[config.mk]
export PLATFORM = sky130hd
export DESIGN_NAME = mem_bus_arbiter_flat
export DESIGN_NICKNAME = d
export VERILOG_FILES = /design/src/rtl/mem_bus_pkg.sv /design/src/rtl/mem_bus_arbiter_if.sv /design/src/rtl/mem_bus_watchdog.sv /design/src/rtl/mem_bus_arbiter.sv /design/src/flat_wrapper.sv
export SDC_FILE = /design/constraint.sdc
export NUM_CORES = 1
export LEC_CHECK = 0
export CORE_AREA = 2 2 120 122
export CTS_CLUSTER_SIZE = 14
export DETAILED_ROUTE_END_ITERATION = 10
export DIE_AREA = 0 0 122 124
export SYNTH_ARGS = -nofsm -noshare
export SYNTH_HDL_FRONTEND = slang
export SYNTH_HIERARCHICAL = 1
export SYNTH_SLANG_ARGS = --single-unit
[constraint.sdc]
create_clock -name clk -period 4.6 [get_ports clk]
set_input_delay 0.92 -clock clk [delete_from_list [all_inputs] [get_ports clk]]
set_output_delay 0.92 -clock clk [all_outputs]
set_load 0.1 [all_outputs]
[src/rtl/mem_bus_pkg.sv]
// Shared types and constants for the two-requester memory bus arbiter.
package mem_bus_pkg;

  typedef enum logic {
    ST_IDLE = 1'b0,
    ST_BUSY = 1'b1
  } state_e;

  typedef logic [31:0] word_t;
  typedef logic [3:0]  strb_t;

  localparam int    CNT_W             = 16;
  localparam word_t ERR_RDATA_DEFAULT = 32'hDEADBEEF;

  // System bus map
  localparam word_t RAM_BASE  = 32'h0000_0000;
  localparam word_t UART_BASE = 32'h0200_0000;

endpackage

[src/rtl/mem_bus_arbiter_if.sv]
// Requester (picorv32 native) and downstream bus signals of the arbiter.
interface mem_bus_arbiter_if;
  import mem_bus_pkg::*;

  logic  m0_valid, m1_valid;
  word_t m0_addr,  m1_addr;
  word_t m0_wdata, m1_wdata;
  strb_t m0_wstrb, m1_wstrb;
  logic  m0_ready, m1_ready;
  word_t m0_rdata, m1_rdata;

  logic  s_valid;
  word_t s_addr, s_wdata;
  strb_t s_wstrb;
  word_t s_rdata;
  logic  s_ready;

  logic  grant;
  logic  timeout_err;

  // Arbiter side: takes requests, masters the downstream bus.
  modport master (
    input  m0_valid, m1_valid, m0_addr, m1_addr, m0_wdata, m1_wdata, m0_wstrb, m1_wstrb,
    input  s_rdata, s_ready,
    output m0_ready, m1_ready, m0_rdata, m1_rdata,
    output s_valid, s_addr, s_wdata, s_wstrb, grant, timeout_err
  );

  // Environment side: requesters plus downstream slave.
  modport slave (
    output m0_valid, m1_valid, m0_addr, m1_addr, m0_wdata, m1_wdata, m0_wstrb, m1_wstrb,
    output s_rdata, s_ready,
    input  m0_ready, m1_ready, m0_rdata, m1_rdata,
    input  s_valid, s_addr, s_wdata, s_wstrb, grant, timeout_err
  );

endinterface

[src/rtl/mem_bus_watchdog.sv]
// BUSY-cycle counter; expired is high once LIMIT-1 stalled cycles have elapsed.
module mem_bus_watchdog
  import mem_bus_pkg::*;
#(
  parameter int unsigned LIMIT = 255
) (
  input  logic clk,
  input  logic resetn,
  input  logic clear,
  input  logic enable,
  output logic expired
);

  localparam logic [CNT_W-1:0] LAST = CNT_W'(LIMIT - 1);

  logic [CNT_W-1:0] cnt_q, cnt_d;

  // Saturates at LAST so a held enable never wraps back below the limit.
  always_comb begin
    cnt_d = cnt_q;
    if (clear) begin
      cnt_d = '0;
    end else if (enable && (cnt_q != LAST)) begin
      cnt_d = cnt_q + 1'b1;
    end
  end

  always_ff @(posedge clk) begin
    if (!resetn) begin
      cnt_q <= '0;
    end else begin
      cnt_q <= cnt_d;
    end
  end

  assign expired = (cnt_q == LAST);

endmodule

[src/rtl/mem_bus_arbiter.sv]
// Round-robin arbiter sharing one downstream bus between two picorv32-style requesters,
// with a watchdog that force-completes stalled transfers.
module mem_bus_arbiter
  import mem_bus_pkg::*;
#(
  parameter int unsigned TIMEOUT_CYCLES = 255,
  parameter word_t       ERR_RDATA      = ERR_RDATA_DEFAULT
) (
  input  logic               clk,
  input  logic               resetn,
  mem_bus_arbiter_if.master  bus
);

  state_e state_q, state_d;
  logic   grant_q, grant_d;
  logic   last_grant_q, last_grant_d;

  logic   busy;
  logic   sel_valid;
  logic   start;
  logic   expired;
  logic   complete;
  word_t  rdata_mux;

  assign busy      = (state_q == ST_BUSY);
  assign sel_valid = grant_q ? bus.m1_valid : bus.m0_valid;
  assign start     = (state_q == ST_IDLE) && (bus.m0_valid || bus.m1_valid);

  mem_bus_watchdog #(
    .LIMIT (TIMEOUT_CYCLES)
  ) u_watchdog (
    .clk     (clk),
    .resetn  (resetn),
    .clear   (start),
    .enable  (busy && !bus.s_ready),
    .expired (expired)
  );

  // last_grant only records tie outcomes; single requests leave it alone.
  always_comb begin
    state_d      = state_q;
    grant_d      = grant_q;
    last_grant_d = last_grant_q;
    case (state_q)
      ST_IDLE: begin
        if (bus.m0_valid && bus.m1_valid) begin
          grant_d      = ~last_grant_q;
          last_grant_d = ~last_grant_q;
          state_d      = ST_BUSY;
        end else if (bus.m0_valid) begin
          grant_d = 1'b0;
          state_d = ST_BUSY;
        end else if (bus.m1_valid) begin
          grant_d = 1'b1;
          state_d = ST_BUSY;
        end
      end
      ST_BUSY: begin
        if (!sel_valid || bus.s_ready || expired) begin
          state_d = ST_IDLE;
        end
      end
      default: state_d = ST_IDLE;
    endcase
  end

  always_ff @(posedge clk) begin
    if (!resetn) begin
      state_q      <= ST_IDLE;
      grant_q      <= 1'b0;
      last_grant_q <= 1'b1;
    end else begin
      state_q      <= state_d;
      grant_q      <= grant_d;
      last_grant_q <= last_grant_d;
    end
  end

  // A real s_ready always beats a coincident timeout.
  always_comb begin
    bus.s_valid     = 1'b0;
    bus.s_addr      = '0;
    bus.s_wdata     = '0;
    bus.s_wstrb     = '0;
    bus.m0_ready    = 1'b0;
    bus.m1_ready    = 1'b0;
    bus.m0_rdata    = '0;
    bus.m1_rdata    = '0;
    bus.timeout_err = 1'b0;
    complete        = 1'b0;
    rdata_mux       = '0;
    if (busy) begin
      bus.s_valid     = sel_valid;
      bus.s_addr      = grant_q ? bus.m1_addr  : bus.m0_addr;
      bus.s_wdata     = grant_q ? bus.m1_wdata : bus.m0_wdata;
      bus.s_wstrb     = grant_q ? bus.m1_wstrb : bus.m0_wstrb;
      bus.timeout_err = sel_valid && !bus.s_ready && expired;
      complete        = sel_valid && (bus.s_ready || expired);
      rdata_mux       = bus.timeout_err ? ERR_RDATA : bus.s_rdata;
      if (grant_q) begin
        bus.m1_ready = complete;
        bus.m1_rdata = rdata_mux;
      end else begin
        bus.m0_ready = complete;
        bus.m0_rdata = rdata_mux;
      end
    end
  end

  assign bus.grant = grant_q;

endmodule

[src/flat_wrapper.sv]
// flat-port wrapper written by rule: the top's interface ports become plain ports
module mem_bus_arbiter_flat import mem_bus_pkg::*;
#(
  parameter int unsigned TIMEOUT_CYCLES = 255,
  parameter word_t       ERR_RDATA      = ERR_RDATA_DEFAULT
)
  (clk, resetn, bus_m0_valid, bus_m1_valid, bus_m0_addr, bus_m1_addr, bus_m0_wdata, bus_m1_wdata, bus_m0_wstrb, bus_m1_wstrb, bus_s_rdata, bus_s_ready, bus_m0_ready, bus_m1_ready, bus_m0_rdata, bus_m1_rdata, bus_s_valid, bus_s_addr, bus_s_wdata, bus_s_wstrb, bus_grant, bus_timeout_err);
  mem_bus_arbiter_if bus_i ();
  input  logic clk;
  input  logic resetn;
  input wire logic [$bits(bus_i.m0_valid)-1:0] bus_m0_valid;
  input wire logic [$bits(bus_i.m1_valid)-1:0] bus_m1_valid;
  input wire logic [$bits(bus_i.m0_addr)-1:0] bus_m0_addr;
  input wire logic [$bits(bus_i.m1_addr)-1:0] bus_m1_addr;
  input wire logic [$bits(bus_i.m0_wdata)-1:0] bus_m0_wdata;
  input wire logic [$bits(bus_i.m1_wdata)-1:0] bus_m1_wdata;
  input wire logic [$bits(bus_i.m0_wstrb)-1:0] bus_m0_wstrb;
  input wire logic [$bits(bus_i.m1_wstrb)-1:0] bus_m1_wstrb;
  input wire logic [$bits(bus_i.s_rdata)-1:0] bus_s_rdata;
  input wire logic [$bits(bus_i.s_ready)-1:0] bus_s_ready;
  output wire logic [$bits(bus_i.m0_ready)-1:0] bus_m0_ready;
  output wire logic [$bits(bus_i.m1_ready)-1:0] bus_m1_ready;
  output wire logic [$bits(bus_i.m0_rdata)-1:0] bus_m0_rdata;
  output wire logic [$bits(bus_i.m1_rdata)-1:0] bus_m1_rdata;
  output wire logic [$bits(bus_i.s_valid)-1:0] bus_s_valid;
  output wire logic [$bits(bus_i.s_addr)-1:0] bus_s_addr;
  output wire logic [$bits(bus_i.s_wdata)-1:0] bus_s_wdata;
  output wire logic [$bits(bus_i.s_wstrb)-1:0] bus_s_wstrb;
  output wire logic [$bits(bus_i.grant)-1:0] bus_grant;
  output wire logic [$bits(bus_i.timeout_err)-1:0] bus_timeout_err;
  assign bus_i.m0_valid = bus_m0_valid;
  assign bus_i.m1_valid = bus_m1_valid;
  assign bus_i.m0_addr = bus_m0_addr;
  assign bus_i.m1_addr = bus_m1_addr;
  assign bus_i.m0_wdata = bus_m0_wdata;
  assign bus_i.m1_wdata = bus_m1_wdata;
  assign bus_i.m0_wstrb = bus_m0_wstrb;
  assign bus_i.m1_wstrb = bus_m1_wstrb;
  assign bus_i.s_rdata = bus_s_rdata;
  assign bus_i.s_ready = bus_s_ready;
  assign bus_m0_ready = bus_i.m0_ready;
  assign bus_m1_ready = bus_i.m1_ready;
  assign bus_m0_rdata = bus_i.m0_rdata;
  assign bus_m1_rdata = bus_i.m1_rdata;
  assign bus_s_valid = bus_i.s_valid;
  assign bus_s_addr = bus_i.s_addr;
  assign bus_s_wdata = bus_i.s_wdata;
  assign bus_s_wstrb = bus_i.s_wstrb;
  assign bus_grant = bus_i.grant;
  assign bus_timeout_err = bus_i.timeout_err;
  mem_bus_arbiter #(.TIMEOUT_CYCLES(TIMEOUT_CYCLES), .ERR_RDATA(ERR_RDATA)) u_core (.clk(clk), .resetn(resetn), .bus(bus_i));
endmodule
==> results of run 1 <==
## synthesized netlist by cell type, drive strengths merged, types with 5 or more instances
master / n / area (um2)
nand2: 13 / 48.8
nor2b: 73 / 457
nor4: 6 / 58.8
o21ai: 6 / 30.0
buf: 19 / 121
nand3b: 5 / 37.5
nor2: 12 / 47.6
mux2i: 70 / 701
a21oi: 6 / 30.0
dfxtp: 19 / 380
and2: 18 / 113
a21o: 48 / 360
inv: 6 / 22.5
xnor2: 6 / 52.6
clkbuf: 9 / 33.8
## cell families after synthesis
group                      Yosys count  share of synthesized area
AOI/OAI and AO/OA                   68                      0.180
xor gates and xnor gates             7                     0.0220
adders and majority gates            2                    0.00898
buffers and inverters               34                     0.0638
DFF                                 19                      0.137
muxes                               70                      0.252
and+or+nand+nor                    151                      0.337
## cell type report
class,instances,share of cell area
antenna,1,0.000394
clock buffer,3,0.0118
clock inverter,1,0.000986
inverter,6,0.00355
multi-input combinational,298,0.351
sequential,19,0.0607
tap,180,0.0355
timing repair buffer,315,0.536
## power by group through the flow
stage               logic, mW  clock network (mW)  registers (mW)
finish                   1.15               0.181           0.186
global route             1.18               0.191           0.188
CTS                      1.15               0.185           0.186
global placement         1.15                   0           0.189
floorplan               0.778                   0           0.179
detailed placement       1.15                   0           0.190
## per-stage QoR
| stage | total power [mW] | std cells | setup slack (ns) | hold WS (ns) | area [um2] |
|---|---|---|---|---|---|
| 3_5_place_dp | 1.34 | 818 | 0.912 | 0.489 | 6260 |
| 2_1_floorplan | 0.957 | 351 | 0.714 | 0.448 | 2790 |
| 4_1_cts | 1.53 | 822 | 0.711 | 0.497 | 6340 |
| 5_1_grt | 1.56 | 822 | 0.544 | 0.528 | 6340 |
| 3_3_place_gp | 1.34 | 818 | 0.979 | 0.465 | 6260 |
| 6_report | 1.51 | 823 | 0.713 | 0.502 | 6340 |
## critical path, cell delays in order (launching register included)
cell	delay, ns
dfxtp_1	0.36
or4b_4	0.54
nor4_4	0.25
buf_4	0.24
nand3b_1	0.19
nor3_4	0.73
a21o_1	0.20
buf_12	0.18
## routing by layer
layer,GRT usage,vias to the layer above,share of wire
met5,0,-,0
met4,0.0431,0,0.021
met3,0.0476,20,0.091
met2,0.310,168,0.54
met1,0.168,1652,0.35
li1,-,1808,-
## path summary, 6_finish.rpt
check,from,end,slack (ns),cells after the start
worst max-delay path,u_core/u_watchdog/cnt_q[13],bus_m0_rdata[25],0.71,7
worst max register to register,u_core/busy,u_core/u_watchdog/cnt_q[15],2.40,5
worst min register to register,u_core/u_watchdog/cnt_q[6],u_core/u_watchdog/cnt_q[6],0.50,2
worst min-delay path,u_core/u_watchdog/cnt_q[6],u_core/u_watchdog/cnt_q[6],0.50,2
## registers in the layout (all words and copies together), names as in the netlist
name                     count
u_core/u_watchdog/cnt_q     16
u_core/bus.grant             1
u_core/busy                  1
u_core/last_grant_q          1
==> flow_summary_export.csv, run 1 <==
group,metric,value,unit
timing,skew,0.00400,ns
floorplan,dieArea,0.0151,mm2
drt,wl_per_cell,16.5,um
timing,fin_setup_tns,0,ns
drt,antenna_left,0,
cells_and_area,final_net_count,818,
power,power_density,238,mW/mm2
worst_setup_path,path_max_fanout,24,
yosys,yosys_warnings,6,
clock_tree,cts_max_level,1,
clock_tree,cts_sinks,19,
timing,fin_crit,3.89,ns
drt,drt_iter0_drc,136,
timing,worst_pin_slew,0.971,ns
yosys,ys_ff_latch,19,
timing,fin_crit_sh,0.845,
yosys,syn_inst,351,
drt,drcViolationCount,0,
worst_setup_path,critical_path_class,"flip-flop to output pin",
yosys,netlist_area,0.00279,mm2
placed_design,place_congestion,0.829,
placed_design,hpwl,11700,um
power,seqPwrFrac,0.123,
timing,drv_slew,0,
floorplan,num_rows,43,
power,ir_drop,95.4,uV
grt,gr-total-overflow,0,
worst_setup_path,end_kind,"output pin",
power,p_comb_frac,0.758,
drt,drt-total-wl,13500,um
yosys,synth_nets,526,
drt,vias,3648,
clock_tree,clock_path_buffers,2,
yosys,synthArstFlopShare,0,
power,p_sw_frac,0.563,
floorplan,initial_utilization,0.203,
cells_and_area,fin_util,0.462,
cells_and_area,area_growth,128,%
grt,grt_pass1_wl,19200,um
floorplan,die_height,124,um
timing,rsz0062_at_grt,"no",
floorplan,die_w,122,um
cells_and_area,drive_above_1_share,0.248,
clock_tree,cts_hold_buf,0,
clock_tree,cts-buffers-inserted,3,
grt,grt_pass1_vias,3608,
clock_tree,tritoncts,"yes",
clock_tree,path_clk_slew,0.06,ns
worst_setup_path,cp-start-kind,"flip-flop",
timing,slew_headroom,0.351,
yosys,syn_avg_cell_area,7.93,um2
clock_tree,cts_root_buf,"clkbuf_16",
power,p_int,0.660,mW
cells_and_area,fillers,1345,
worst_setup_path,required,3.68,ns
timing,setup_viol,0,
clock_tree,cts_resized,0,
cells_and_area,seq_area,385,um2
clock_tree,postCtsSetupRepairBufs,0,
timing,hold_viol_final,0,
run,drv_cap,0,
power,clock_power_share,0.120,
cells_and_area,multiInputGateArea,0.00223,mm2
floorplan,ios,310,
yosys,synth.distinct_cells,42,
yosys,synth_edf_count,0,
yosys,ys_seq_area_frac,0.137,
cells_and_area,final_cell_mix,"173 x clkdlybuf4s50_1, 94 x buf_4, 72 x nor2b_1",
min_path,hold_class,"flip-flop to flip-flop",
drt,viasPerCell,4.43,
clock_tree,clk_latency,0.25,ns
cells_and_area,final_common_cell,"clkdlybuf4s50_1",
placed_design,io_buffer_count,309,
grt,antenna_found_initial,1,
yosys,synth-main-ff-cell,"dfxtp_1",
outcome,outcome,"complete, no violations",
grt,grt_usage,0.161,
floorplan,core_area,0.0137,mm2
drt,first_pass_iters,4,
power,p_sw,0.852,mW
power,p_leak,2.86,nW
grt,grt_max_degree,63,
worst_setup_path,arrival,2.97,ns
timing,max_freq,257,MHz
Note: power is estimated with default switching activity, not from simulation.
==> run 2: changes to the inputs <==
==> constraint.sdc (replaced) <==
create_clock -name clk -period 3.4 [get_ports clk]
set_input_delay 0.68 -clock clk [delete_from_list [all_inputs] [get_ports clk]]
set_output_delay 0.68 -clock clk [all_outputs]
set_load 0.1 [all_outputs]
==> run 2 against run 1 <==
  * Clock skew fell by 0.00085 ns
  * Cell area increased by 7.0%
  * Cell count rose by 0.24%
  * Global-route usage rose by 0.67 points
  * Critical path type unchanged
  * Largest cell class unchanged
  * Largest power group unchanged
==> flow_summary_export.csv, run 2 (synthesized netlist as in run 1, its figures left out) <==
group,metric,value,unit
floorplan,dieArea,0.0151,mm2
outcome,outcome,"complete, no violations",
cells_and_area,final_net_count,821,
drt,wl_per_cell,16.9,um
grt,grt_usage,0.167,
cells_and_area,largest_register,"u_core/u_watchdog/cnt_q",
grt,grt_pass1_wl,19900,um
cells_and_area,drive_above_1_share,0.357,
grt,use_met3,0.0339,
drt,drt_iter0_drc,140,
timing,worst_pin_slew,0.549,ns
clock_tree,cts_max_level,1,
power,power_density,312,mW/mm2
floorplan,core_area,0.0137,mm2
cells_and_area,fin_cells,825,
timing,fin_setup_tns,0,ns
grt,antenna_found_initial,0,
floorplan,initial_utilization,0.203,
drt,drt-total-wl,14000,um
placed_design,placed_cells,821,
worst_setup_path,crit_path_max_incr_delay,0.55,ns
clock_tree,cts_hold_buf,0,
drt,drcViolationCount,0,
drt,vias,3679,
drt,antenna_left,0,
timing,setup_viol,0,
worst_setup_path,slowest_stage,"or4_4",
drt,viasPerCell,4.46,
clock_tree,cts_sinks,19,
worst_setup_path,path_cells,"or4_4, nor4_4, nand3b_1, nor3_4, buf_4, a21o_1, buf_12",
grt,grt_pass1_vias,3729,
clock_tree,cts-buffers-inserted,3,
worst_setup_path,end_kind,"output pin",
grt,grt_use_met2,0.340,
worst_setup_path,critPathBufInv,2,
timing,drv_slew,0,
worst_setup_path,path_max_fanout,24,
worst_setup_path,arrival,2.50,ns
worst_setup_path,required,2.72,ns
placed_design,place_congestion,0.825,
placed_design,io_buffer_count,309,
clock_tree,clock_path_buffers,2,
grt,gr-total-overflow,0,
power,ir_drop,137,uV
timing,max_freq,314,MHz
floorplan,die_w,122,um
clock_tree,postCtsSetupRepairBufs,0,
cells_and_area,largest_reg_flops,16,
cells_and_area,final_cell_mix,"172 x clkdlybuf4s50_1, 77 x buf_4, 70 x mux2i_1",
clock_tree,cts_resized,0,
timing,rsz0062_at_grt,"no",
floorplan,num_rows,43,
timing,skew,0.00315,ns
worst_setup_path,critical_path_class,"flip-flop to output pin",
timing,slew_headroom,0.633,
timing,hold_viol_final,0,
clock_tree,tritoncts,"yes",
cells_and_area,area_growth,144,%
timing,fin_crit_sh,0.936,
floorplan,die_height,124,um
cells_and_area,diodes,0,
placed_design,hpwl,12200,um
clock_tree,cts_root_buf,"clkbuf_16",
worst_setup_path,path_delay_family,"simple AND/OR/NAND/NOR gates",
run,drv_cap,0,
floorplan,ios,310,
cells_and_area,fin_util,0.495,
clock_tree,clk_latency,0.25,ns
grt,grt_most_used_layer,"met2",
drt,first_pass_iters,4,
grt,grt_max_degree,52,
clock_tree,path_clk_slew,0.06,ns
power,p_leak,2.99,nW
cells_and_area,final_common_cell,"clkdlybuf4s50_1",
min_path,hold_class,"flip-flop to flip-flop",
worst_setup_path,cp-start-kind,"flip-flop",
timing,fin_crit,3.18,ns
grt,met1_usage,0.173,
-- run 2: path summary, 6_finish.rpt --
path / start / end / slack [ns] / cells after the start
hold / removal: u_core/u_watchdog/cnt_q[6] / u_core/u_watchdog/cnt_q[6] / 0.49 / 2
setup reg to reg: u_core/busy / u_core/u_watchdog/cnt_q[15] / 1.26 / 5
setup / recovery: u_core/u_watchdog/cnt_q[8] / bus_m0_rdata[26] / 0.22 / 7
hold reg to reg: u_core/u_watchdog/cnt_q[6] / u_core/u_watchdog/cnt_q[6] / 0.49 / 2
-- run 2: worst reg2reg max path: stages, from the launching register on --
cell     delay (ns)
dfxtp_2        0.62
nor2b_1        0.42
nand4_1        0.20
nor4_1         0.43
a31oi_1        0.15
a41o_1         0.22
-- run 2: power breakdown --
group	internal [mW]	leakage, nW	switching (mW)
Combinational	0.559	2.79	1.07
Sequential	0.227	0.155	0.0219
Clock	0.158	0.0409	0.0847
-- run 2: routing by layer --
layer,share of wire,vias up
li1,-,1812
met2,0.58,169
met4,0.012,0
met5,0,-
met3,0.070,12
met1,0.34,1686
-- run 2: layout make-up --
| class | instances | area, um2 |
|---|---|---|
| sequential | 19 | 385 |
| clock inverter | 1 | 5.00 |
| fill | 1309 | 6930 |
| clock buffer | 3 | 75.1 |
| tap | 180 | 225 |
| multi-input combinational | 298 | 2400 |
| inverter | 6 | 22.5 |
| timing repair buffer | 318 | 3680 |
-- run 2: metrics by stage --
stage	instance area, um2	worst slack, ns	power, mW	hold slack, ns
floorplan	2960	0.100	1.33	0.448
global placement	6710	0.490	1.88	0.463
detailed placement	6710	0.481	1.89	0.482
CTS	6790	0.194	2.14	0.493
global route	6790	0.0822	2.19	0.529
finish	6790	0.219	2.12	0.487
